$ cat src/rtl/bcd_display_multi.sv
// bcd_display_multi
//   Multi-digit binary-to-7-segment display driver for active-low HEX
//   displays. A binary value is captured on an accepted load request and
//   converted to BCD with a sequential double-dabble engine (one shift per
//   clock). The display image is then registered in a single update cycle.
//
// Parameters
//   DIGITS : number of 7-segment digits driven (1..6)
//   BIN_W  : width of the binary input value (1..20)
//
// Ports
//   clk      in   system clock
//   reset    in   synchronous active-high reset (highest priority)
//   valor    in   [BIN_W]     unsigned value, sampled when a load is accepted
//   carregar in   load request, accepted only while idle
//   ocupado  out  high while a conversion is in flight (state != OCIOSO)
//   pronto   out  one-cycle pulse when saida has just been updated
//   saida    out  [7*DIGITS]  digit k at [7k+6:7k], bit0=a .. bit6=g, 0 = lit
//
// Build option
//   BCD_DISPLAY_LZ_BLANK_EN : when defined, leading zeros on digits 1..DIGITS-1
//   are blanked and the reset image is a single "0". When undefined, every
//   digit is shown zero-padded and the reset image is "0" on every digit.
//
// States
//   OCIOSO   | idle, waiting for carregar
//   CONVERTE | double-dabble shifting, BIN_W cycles
//   ATUALIZA | register new display image, pulse pronto
module bcd_display_multi #(
  parameter int DIGITS = 4,
  parameter int BIN_W  = 14
) (
  input  logic                  clk,
  input  logic                  reset,
  input  logic [BIN_W-1:0]      valor,
  input  logic                  carregar,
  output logic                  ocupado,
  output logic                  pronto,
  output logic [7*DIGITS-1:0]   saida
);

  localparam int BCD_W = 4 * DIGITS;
  localparam int CNT_W = $clog2(BIN_W + 1);

  localparam logic [6:0] SEG_BLANK = 7'b1111111;
  localparam logic [6:0] SEG_DASH  = 7'b0111111;
  localparam logic [6:0] SEG_ZERO  = 7'b1000000;

  function automatic longint unsigned pow10(input int n);
    longint unsigned r;
    r = 64'd1;
    for (int i = 0; i < n; i++) begin
      r = r * 64'd10;
    end
    return r;
  endfunction

  localparam longint unsigned LIMIT    = pow10(DIGITS);
  localparam longint unsigned BIN_SPAN = 64'd1 << BIN_W;
  // When every representable input fits in DIGITS decimal digits the
  // overflow compare is removed entirely.
  localparam bit OVF_POSSIBLE = (BIN_SPAN > LIMIT);

  function automatic logic [6:0] seg7(input logic [3:0] nib);
    logic [6:0] s;
    case (nib)
      4'd0:    s = 7'b1000000;
      4'd1:    s = 7'b1111001;
      4'd2:    s = 7'b0100100;
      4'd3:    s = 7'b0110000;
      4'd4:    s = 7'b0011001;
      4'd5:    s = 7'b0010010;
      4'd6:    s = 7'b0000010;
      4'd7:    s = 7'b1111000;
      4'd8:    s = 7'b0000000;
      4'd9:    s = 7'b0011000;
      default: s = SEG_BLANK;
    endcase
    return s;
  endfunction

  function automatic logic [7*DIGITS-1:0] reset_image();
    logic [7*DIGITS-1:0] img;
`ifdef BCD_DISPLAY_LZ_BLANK_EN
    img = {(7*DIGITS){1'b1}};
    img[6:0] = SEG_ZERO;
`else
    img = {DIGITS{SEG_ZERO}};
`endif
    return img;
  endfunction

  typedef enum logic [1:0] {
    OCIOSO   = 2'd0,
    CONVERTE = 2'd1,
    ATUALIZA = 2'd2
  } state_t;

  state_t              state_q, state_d;
  logic [BIN_W-1:0]    bin_q, bin_d;
  logic [BCD_W-1:0]    bcd_q, bcd_d;
  logic [BCD_W-1:0]    bcd_adj;
  logic [CNT_W-1:0]    cnt_q, cnt_d;
  logic                ovf_q, ovf_d;
  logic                ocupado_q, ocupado_d;
  logic                pronto_q, pronto_d;
  logic [7*DIGITS-1:0] saida_q, saida_d;
  logic [7*DIGITS-1:0] disp;
  logic                seen_nz;

  // Display image from the finished BCD accumulator. Digits are walked from
  // the most significant one down so seen_nz marks "a non-zero digit exists
  // at or above this position".
  always_comb begin
    disp    = '0;
    seen_nz = 1'b0;
    for (int k = DIGITS - 1; k >= 0; k--) begin
      if (bcd_q[4*k +: 4] != 4'd0) begin
        seen_nz = 1'b1;
      end
      if (ovf_q) begin
        disp[7*k +: 7] = SEG_DASH;
      end else begin
`ifdef BCD_DISPLAY_LZ_BLANK_EN
        if (k != 0 && !seen_nz) begin
          disp[7*k +: 7] = SEG_BLANK;
        end else begin
          disp[7*k +: 7] = seg7(bcd_q[4*k +: 4]);
        end
`else
        disp[7*k +: 7] = seg7(bcd_q[4*k +: 4]);
`endif
      end
    end
  end

  // Add-3 correction applied to every nibble before the shift.
  always_comb begin
    bcd_adj = bcd_q;
    for (int k = 0; k < DIGITS; k++) begin
      if (bcd_q[4*k +: 4] >= 4'd5) begin
        bcd_adj[4*k +: 4] = bcd_q[4*k +: 4] + 4'd3;
      end
    end
  end

  always_comb begin
    state_d   = state_q;
    bin_d     = bin_q;
    bcd_d     = bcd_q;
    cnt_d     = cnt_q;
    ovf_d     = ovf_q;
    ocupado_d = ocupado_q;
    pronto_d  = 1'b0;
    saida_d   = saida_q;
    case (state_q)
      OCIOSO: begin
        if (carregar) begin
          bin_d     = valor;
          bcd_d     = '0;
          cnt_d     = CNT_W'(BIN_W);
          ovf_d     = OVF_POSSIBLE && (64'(valor) >= LIMIT);
          ocupado_d = 1'b1;
          state_d   = CONVERTE;
        end
      end
      CONVERTE: begin
        // Top bit of the adjusted accumulator falls off: excess beyond
        // DIGITS nibbles is discarded, the ovf flag covers that case.
        {bcd_d, bin_d} = {bcd_adj[BCD_W-2:0], bin_q, 1'b0};
        cnt_d = cnt_q - CNT_W'(1);
        if (cnt_q == CNT_W'(1)) begin
          state_d = ATUALIZA;
        end
      end
      ATUALIZA: begin
        saida_d   = disp;
        pronto_d  = 1'b1;
        ocupado_d = 1'b0;
        state_d   = OCIOSO;
      end
      default: begin
        ocupado_d = 1'b0;
        state_d   = OCIOSO;
      end
    endcase
  end

  always_ff @(posedge clk) begin
    if (reset) begin
      state_q   <= OCIOSO;
      bin_q     <= '0;
      bcd_q     <= '0;
      cnt_q     <= '0;
      ovf_q     <= 1'b0;
      ocupado_q <= 1'b0;
      pronto_q  <= 1'b0;
      saida_q   <= reset_image();
    end else begin
      state_q   <= state_d;
      bin_q     <= bin_d;
      bcd_q     <= bcd_d;
      cnt_q     <= cnt_d;
      ovf_q     <= ovf_d;
      ocupado_q <= ocupado_d;
      pronto_q  <= pronto_d;
      saida_q   <= saida_d;
    end
  end

  assign ocupado = ocupado_q;
  assign pronto  = pronto_q;
  assign saida   = saida_q;

endmodule

$ cat config.mk
export PLATFORM = sky130hd
export DESIGN_NAME = bcd_display_multi
export DESIGN_NICKNAME = d
export VERILOG_FILES = /design/src/rtl/bcd_display_multi.sv
export SDC_FILE = /design/constraint.sdc
export NUM_CORES = 1
export LEC_CHECK = 0
export ABC_AREA = 1
export BUFFER_PORTS_ARGS = -buffer_cell sky130_fd_sc_hd__buf_2
export CORE_MARGIN = 4
export CORE_UTILIZATION = 50
export DETAILED_ROUTE_END_ITERATION = 7
export PLACE_DENSITY = 0.75
export SYNTH_ARGS = -nofsm -noshare
export SYNTH_HDL_FRONTEND = slang
export SYNTH_SLANG_ARGS = --single-unit
$ cat constraint.sdc
create_clock -name clk -period 1.8 [get_ports clk]
set_input_delay 0.36 -clock clk [delete_from_list [all_inputs] [get_ports clk]]
set_output_delay 0.36 -clock clk [all_outputs]
set_load 0.1 [all_outputs]
==> results of run 1 <==
-- final timing paths --
| check | from | endpoint | cells after the start |
|---|---|---|---|
| worst max-delay path | bcd_q[8] | register | 12 |
| worst min-delay path | valor[0] | bin_q[0] | 3 |
| worst max register to register | bcd_q[8] | register | 12 |
| worst min register to register | register | saida[20] | 2 |
-- cells by family (layout without fill, tap and decap cells) --
group / after synthesis / in the layout / synth area share (%)
adders and majority gates: 30 / 30 / 8.31
buffers and inverters: 83 / 211 / 8.22
xor gates and xnor gates: 1 / 1 / 0.194
AOI/OAI and AO/OA: 91 / 91 / 16.2
DFF: 95 / 95 / 42.1
and+or+nand+nor: 223 / 223 / 25.0
-- timing repair --
item,4_1_cts,5_1_grt
gates resized for setup,50,98
setup endpoints to repair,20,30
buffers inserted,23,7
pin swaps,24,54
-- metrics by stage --
step	instance area (um2)	utilization (%)	hold WS, ns	total power [W]	cells
after floorplan	4540	-	0.416	0.00272	523
after global placement	5220	59.5	0.423	0.00286	715
after detailed placement	5220	59.5	0.451	0.00288	715
after CTS	5770	65.8	0.211	0.00442	753
after global routing	6240	71.2	0.240	0.00465	759
final	6240	71.2	0.214	0.00448	759
-- area by class of cell --
| cell class | count | area share (%) |
|---|---|---|
| multi-input cells | 345 | 44.4 |
| flip-flops and latches | 95 | 30.8 |
| repair buffers | 129 | 14.4 |
| inverters | 67 | 4.81 |
| well taps | 108 | 2.17 |
| clock buffers | 9 | 1.98 |
| clock inverters | 6 | 1.48 |
-- worst max-delay path: cells and delay by family (launching register included) --
kind,cells,cell delay (ns)
compound gates,1,0.18
buf+inv,3,0.23
flops,1,0.36
simple gates,6,0.65
fa+ha+maj,2,0.40
-- routing by layer --
layer	vias to the layer above	routed length (um)	global-route usage, %
met5	-	0	0
met4	0	436	11.0
met3	56	674	4.33
met2	177	6150	34.1
met1	1962	4860	23.5
li1	2005	-	-
-- power by group --
part           switching [W]  total (W)  internal (W)
sequential         0.0000457    0.00223       0.00219
clock               0.000776    0.00156      0.000787
combinational       0.000445   0.000684      0.000238
-- placed cells by master, fill, tap and decap left out, types with 9 or more instances in the layout --
cell / instances
o21ai_0: 23
o221a_2: 23
nand3b_1: 12
buf_4: 75
nand3_2: 10
nand3_1: 27
buf_2: 46
nand2_2: 23
inv_4: 12
inv_1: 34
nand2_1: 99
nand2_4: 18
nor2_1: 11
inv_2: 17
ha_4: 19
clkbuf_8: 9
dfxtp_1: 85
o22ai_1: 14
==> flow_metrics.tcl, run 1 <==
set metrics [dict create \
    synthCells 523 \
    fin_crit_ns 1.92 \
    powerDensity_nw_per_um2 718 \
    drv_cap 0 \
    timing.setup.tns_ns -0.873 \
    ys_seq_elements 95 \
    antenna_found_initial 0 \
    slew_headroom_pct 67.5 \
    place.gp.congestion 0.919 \
    areaGrowthSynthToFinish_pct 38.1 \
    slew_viol_final 0 \
    finalHoldViolCount 0 \
    yosysSeqAreaShare_pct 42.1 \
    drive_gt1_share_pct 47.9 \
    grt.total_usage_pct 20.1 \
    worstSkewPairLatency_ns 0.37 \
    io_pins 47 \
    synth_area_leaders "dfxtp_1 42%, nand2_1 10%, ha_1 8.3%, o221a_2 5.7%, nand3_1 4.4%" \
    fp.dieW_um 103 \
    crit_fanout 4 \
    worst_slew_pin_slew_ns 0.490 \
    dp_hpwl_um 7050 \
    period_share_pct 107 \
    ys.flop_type "dfxtp_1" \
    path_cells "inv_2 -> ha_4 -> inv_4 -> nand2_4 -> nand3_4 -> nand2_1 -> o21ai_2 -> inv_2 -> ha_4 -> nand3b_1 -> nand3_1 -> nand2_1" \
    floorplan.initialDensity_pct 51.6 \
    num_antenna_cells 0 \
    io_buffers 46 \
    cts_tree "built" \
    clockBufferDepth 2 \
    fill_cells 613 \
    avgSynthCellArea_um2 8.64 \
    end_kind "register" \
    final-seq-area_um2 1920 \
    arrival_ns 2.19 \
    finalSetupViolCount 20 \
    clkSinkCount 95 \
    fp.dieH_um 103 \
    rsz0062_at_grt "true" \
    synth_cell_types 45 \
    path_class "register to register" \
    coreArea_um2 8760 \
    fin_nets 694 \
    viasPerCell 5.53 \
    syn_nets 570 \
    h-tree-depth 3 \
    first_iter_violations 279 \
    cpPeakStageDelay_ns 0.36 \
    yosys_warnings 0 \
    pre_cts_ws_ns -0.111 \
    cp_slowest_cell "dfxtp_2" \
    outcome "finished with violations" \
    synth_top_area_cell "dfxtp_1" \
    yosysMostFrequentCell "nand2_1" \
    peakVddDrop_mv 0.396 \
    synthArstFlopShare_pct 0 \
    cts_made_buffers 9 \
    min_path_type "input port to register" \
    rows 34 \
    synth_commonest_cells "123 x nand2_1, 95 x dfxtp_1, 51 x inv_1" \
    drtPass1Iterations 5 \
    syn_area_um2 4520 \
    vias 4200 \
    finalWorstSetupSlack_ns -0.121 \
    grt_max_degree 28 \
    ant_nets 0 \
    finClkSkew_ns 0.0124 \
    worstSetupStartpointType "register" \
    violations "setup timing" \
    drc 0 \
    cts.clk_slew.worst_paths_ns 0.10 \
    r2r_slack_ns -0.12 \
    leakage_nw 3.00 \
    grt_first_pass_wirelength_um 17000 \
    grt_pass1_vias 3911 \
    wl_per_cell_um 16.0 \
    max_freq_mhz 521 \
    totalWireLength_um 12100 \
    multi_input_area_um2 2770 \
    overflow 0 \
    cts.hold.buffers_added 0 \
    synth.top_cell.area_share_pct 42.1 \
    synth_edf_count 0 \
    dieArea_um2 10600 \
    required_ns 2.06 \
    cts_root_buf "clkbuf_8" \
]
No activity file was read; power rests on OpenSTA's default activity.
==> run 2, diff against run 1 <==
Settings changed: PLACE_DENSITY 0.75 to 0.72.
==> run 2 against run 1 <==
  * The run still ends with setup timing left
  * First-iteration DRC count down 43%
  * Sequential cell count unchanged
  * Via count down 7.5%
  * Critical path depth unchanged
  * Clock-buffer cell count unchanged
  * Total power down 0.21%
  * Core utilization down 1.6 points
  * Largest cell class unchanged
  * Largest power group unchanged
  * Highest routed layer unchanged
==> flow_metrics.tcl, run 2 (same netlist as run 1, synthesis figures left out) <==
set metrics [dict create \
    outcome "finished with violations" \
    violations "setup timing" \
    leakage_nw 2.98 \
    peakVddDrop_mv 0.502 \
    crit_fanout 4 \
    end_kind "register" \
    io_buffers 46 \
    powerDensity_nw_per_um2 733 \
    seqPwrFrac_pct 49.9 \
    swShare_pct 28.0 \
    finalWorstSetupSlack_ns -0.0946 \
    num_antenna_cells 0 \
    io_pins 47 \
    r2r_cells 12 \
    crit_path_frequent_cell "inv_2" \
    crit_buf_inv 3 \
    finalSetupViolCount 9 \
    required_ns 2.07 \
    stdcell_count 752 \
    viasPerCell 5.17 \
    cpPeakStageDelay_ns 0.38 \
    grt.total_usage_pct 18.6 \
    drc 0 \
    dp_hpwl_um 6880 \
    worstSkewPairLatency_ns 0.38 \
    dieArea_um2 10600 \
    clkSinkCount 95 \
    totalWireLength_um 10600 \
    worstSetupStartpointType "register" \
    drive_gt1_share_pct 47.2 \
    slew_headroom_pct 67.7 \
    cts_root_buf "clkbuf_8" \
    power_switching_w 0.00125 \
    first_iter_violations 159 \
    grt_max_degree 26 \
    cts.hold.buffers_added 0 \
    coreArea_um2 8760 \
    areaGrowthSynthToFinish_pct 35.1 \
    pwr-share-clk_pct 35.0 \
    arrival_ns 2.17 \
    critical_path.startpoint "bcd_q[8]" \
    fp.dieW_um 103 \
    cp_slowest_cell "dfxtp_2" \
    wl_per_cell_um 14.1 \
    floorplan.initialDensity_pct 51.6 \
    antenna_found_initial 0 \
    r2r_slack_ns -0.09 \
    drv_cap 0 \
    cts.clk_slew.worst_paths_ns 0.09 \
    place.gp.congestion 0.903 \
    worst_slew_pin_slew_ns 0.487 \
    pwr-share-comb_pct 15.1 \
    drtPass1Iterations 4 \
    h-tree-depth 3 \
    cp_top_family "simple AND/OR/NAND/NOR gates" \
    path_class "register to register" \
    cts_made_buffers 9 \
    rsz0062_at_grt "true" \
    max_freq_mhz 528 \
    hold_start "valor[0]" \
    grt_first_pass_wirelength_um 15800 \
    final_common_cell "nand2_1" \
    path_cells "inv_2 -> ha_4 -> inv_2 -> nand2_4 -> nand3_4 -> nand2_4 -> o21ai_2 -> inv_2 -> ha_4 -> nand3b_1 -> nand3_1 -> nand2_1" \
    fin_nets 687 \
    finalHoldViolCount 0 \
    overflow 0 \
    fp.dieH_um 103 \
    period_share_pct 105 \
    min_path_cells 3 \
    whs_ns 0.210 \
    finClkSkew_ns 0.00951 \
    slew_viol_final 0 \
    cts_tree "built" \
    clockBufferDepth 2 \
    grt_pass1_vias 3525 \
    p_int_w 0.00322 \
    r2r_start "bcd_q[8]" \
    min_path_type "input port to register" \
    final_cell_mix "96 x nand2_1, 84 x dfxtp_1, 69 x buf_4" \
    rows 34 \
    vias 3887 \
    crit_cells 12 \
    fin_crit_ns 1.89 \
    ant_nets 0 \
    place_inst 715 \
]
[run 2: cell types whose count changed in the layout (fill, tap and decap cells not counted), sizes merged]
cell and delta:
clkinv -1, clkinvlp +1, buf -7
[run 2: final cells by class]
type / count / area [um2]
inverter: 67 / 283
clock buffer: 9 / 124
tap: 108 / 135
clock inverter: 6 / 92.6
fill: 644 / 2660
timing repair buffer: 122 / 845
multi-input combinational: 345 / 2710
sequential: 95 / 1920
[run 2: worst reg2reg max path, stage by stage, from the launching register on]
cell	delay, ns
dfxtp_2	0.38
inv_2	0.07
ha_4	0.16
inv_2	0.08
nand2_4	0.07
nand3_4	0.14
nand2_4	0.06
o21ai_2	0.16
inv_2	0.09
ha_4	0.24
nand3b_1	0.18
nand3_1	0.11
nand2_1	0.06
[run 2: power groups by stage]
stage                     clock network (W)  registers [W]  logic, W
after floorplan                           0        0.00236  0.000360
after global placement                    0        0.00227  0.000596
after detailed placement                  0        0.00228  0.000612
after CTS                           0.00159        0.00223  0.000623
after global routing                0.00168        0.00224  0.000737
final                               0.00156        0.00223  0.000675
[run 2: repair_timing]
action | CTS | global route
pin swaps | 10 | 59
setup endpoints to repair | 17 | 26
buffers inserted | 11 | 14
resized for setup | 31 | 98
[run 2: through the flow]
stage / setup TNS [ns] / setup WS (ns) / util [%] / power, W / instance area [um2]
5_1_grt: -2.13 / -0.183 / 69.6 / 0.00466 / 6100
3_3_place_gp: -0.134 / -0.0387 / 59.5 / 0.00287 / 5220
4_1_cts: -0.0176 / -0.0133 / 63.9 / 0.00444 / 5600
2_1_floorplan: -0.0241 / -0.0241 / - / 0.00272 / 4540
6_report: -0.396 / -0.0946 / 69.6 / 0.00447 / 6100
3_5_place_dp: -0.807 / -0.100 / 59.5 / 0.00289 / 5220
[run 2: metal layers]
metal / GRT usage [%] / part of all wire, %
met4: 5.48 / 1.9
met2: 30.1 / 50
met5: 0 / 0
met1: 24.3 / 44
met3: 4.94 / 4.7
[run 2: worst paths after layout]
check	end
setup / recovery	register
hold / removal	bin_q[0]
setup reg to reg	register
hold reg to reg	saida[20]
==> run 3, diff against run 2 <==
Settings changed: MAX_ROUTING_LAYER from default to met4.
==> run 3 against run 2 <==
  * The run still ends with setup timing left
  * Sequential power hardly changed
  * Critical path type unchanged
  * Cell count did not move
  * Routed wire length fell by 0.44%
  * First-iteration DRC count up 6.3%
  * Sequential cell count unchanged
  * Total power hardly changed
  * Worst setup slack got worse by 0.0016 ns
  * Fmax is essentially flat
  * Hold slack barely moved
  * Non-clock buffer count unchanged
==> flow_metrics.tcl, run 3 (same netlist as run 1, synthesis figures left out) <==
set metrics [dict create \
    cts_tree "built" \
    worstSkewPairLatency_ns 0.38 \
    grt_max_degree 26 \
    path_class "register to register" \
    grt_pass1_vias 3520 \
    period_share_pct 105 \
    peakVddDrop_mv 0.502 \
    slew_headroom_pct 67.6 \
    fp.dieH_um 103 \
    dp_hpwl_um 6880 \
    worst_slew_pin_slew_ns 0.489 \
    fill_cells 646 \
    totalWireLength_um 10500 \
    drtPass1Iterations 4 \
    cts_made_buffers 9 \
    num_antenna_cells 0 \
    final_common_cell "nand2_1" \
    required_ns 2.07 \
    h-tree-depth 3 \
    slew_viol_final 0 \
    grt.total_usage_pct 19.1 \
    grt_first_pass_wirelength_um 15800 \
    crit_path_frequent_cell "nand2_1" \
    multi_input_area_um2 2700 \
    fp.dieW_um 103 \
    finalSetupViolCount 10 \
    wl_per_cell_um 14.0 \
    drc 0 \
    final_cell_mix "97 x nand2_1, 83 x dfxtp_1, 69 x buf_4" \
    whs_ns 0.210 \
    cts_root_buf "clkbuf_8" \
    max_freq_mhz 527 \
    crit_fanout 3 \
    powerDensity_nw_per_um2 733 \
    pre_cts_ws_ns -0.100 \
    drive_gt1_share_pct 47.2 \
    crit_buf_inv 2 \
    floorplan.initialDensity_pct 51.6 \
    end_kind "register" \
    cts.hold.buffers_added 0 \
    viasPerCell 5.15 \
    antenna_found_initial 0 \
    ant_nets 0 \
    vias 3871 \
    final-seq-area_um2 1920 \
    arrival_ns 2.17 \
    areaGrowthSynthToFinish_pct 35.0 \
    cp_slowest_cell "dfxtp_2" \
    clockBufferDepth 2 \
    fin_crit_ns 1.90 \
    fin_nets 687 \
    cts.clk_slew.worst_paths_ns 0.09 \
    finClkSkew_ns 0.0122 \
    path_cells "inv_4 -> ha_4 -> inv_1 -> nand2_1 -> nand3_1 -> nand2_1 -> nand2_2 -> o22ai_4 -> ha_4 -> nand3b_1 -> nand3_1 -> nand2_1" \
    rows 34 \
    finalHoldViolCount 0 \
    io_buffers 46 \
    violations "setup timing" \
    clkSinkCount 95 \
    min_path_type "input port to register" \
    cpPeakStageDelay_ns 0.34 \
    coreArea_um2 8760 \
    io_pins 47 \
    outcome "finished with violations" \
    dieArea_um2 10600 \
    finalWorstSetupSlack_ns -0.0963 \
    overflow 0 \
    drv_cap 0 \
    place.gp.congestion 0.919 \
    rsz0062_at_grt "true" \
    leakage_nw 2.98 \
    first_iter_violations 169 \
    cp_top_family "simple AND/OR/NAND/NOR gates" \
    worstSetupStartpointType "register" \
]
run 3: layer usage:
layer	up-vias	routed length (um)	GRT usage (%)	part of all wire [%]
li1	1990	-	-	-
met1	1784	4690	24.4	45
met2	84	5200	30.1	49
met3	13	491	4.80	4.7
met4	0	154	5.48	1.5
met5	-	0	-	0
run 3: cell type report:
cell class	count	area share, %
Clock buffer	9	2.03
Clock inverter	6	1.52
Inverter	67	4.63
Multi-Input combinational cell	345	44.3
Sequential cell	95	31.5
Tap cell	108	2.21
Timing Repair Buffer	122	13.8
run 3: power breakdown:
part	internal [W]	leakage, nW	switching, W
Combinational	0.000244	2.10	0.000430
Clock	0.000784	0.102	0.000780
Sequential	0.00219	0.777	0.0000421
Total	0.00322	2.98	0.00125
run 3: worst reg2reg max path, cell delays in order (launching register included):
cell	delay (ns)
dfxtp_2	0.34
inv_4	0.08
ha_4	0.17
inv_1	0.06
nand2_1	0.05
nand3_1	0.11
nand2_1	0.16
nand2_2	0.10
o22ai_4	0.18
ha_4	0.24
nand3b_1	0.16
nand3_1	0.10
nand2_1	0.05
run 3: per-stage QoR:
step / power (W) / std cells / instance area, um2 / TNS, ns / util (%)
detailed placement: 0.00289 / 715 / 5220 / -0.807 / 59.5
global route: 0.00466 / 752 / 6100 / -1.97 / 69.6
floorplan: 0.00272 / 523 / 4540 / -0.0241 / -
finish: 0.00447 / 752 / 6100 / -0.470 / 69.6
CTS: 0.00444 / 741 / 5600 / -0.0176 / 63.9
global placement: 0.00287 / 715 / 5220 / -0.134 / 59.5
run 3: worst paths after layout:
kind | from | end | slack, ns | cells past startpoint
worst max-delay path | bcd_q[5] | register | -0.1 | 12
worst min-delay path | valor[0] | bin_q[0] | 0.21 | 3
worst max register to register | bcd_q[5] | register | -0.1 | 12
worst min register to register | register | saida[20] | 0.45 | 2
run 3: repair_timing:
item                                    CTS  global route
gates resized for setup                  31            98
endpoints found under the setup margin   17            26
setup buffers                            11            14
pin swaps                                10            57
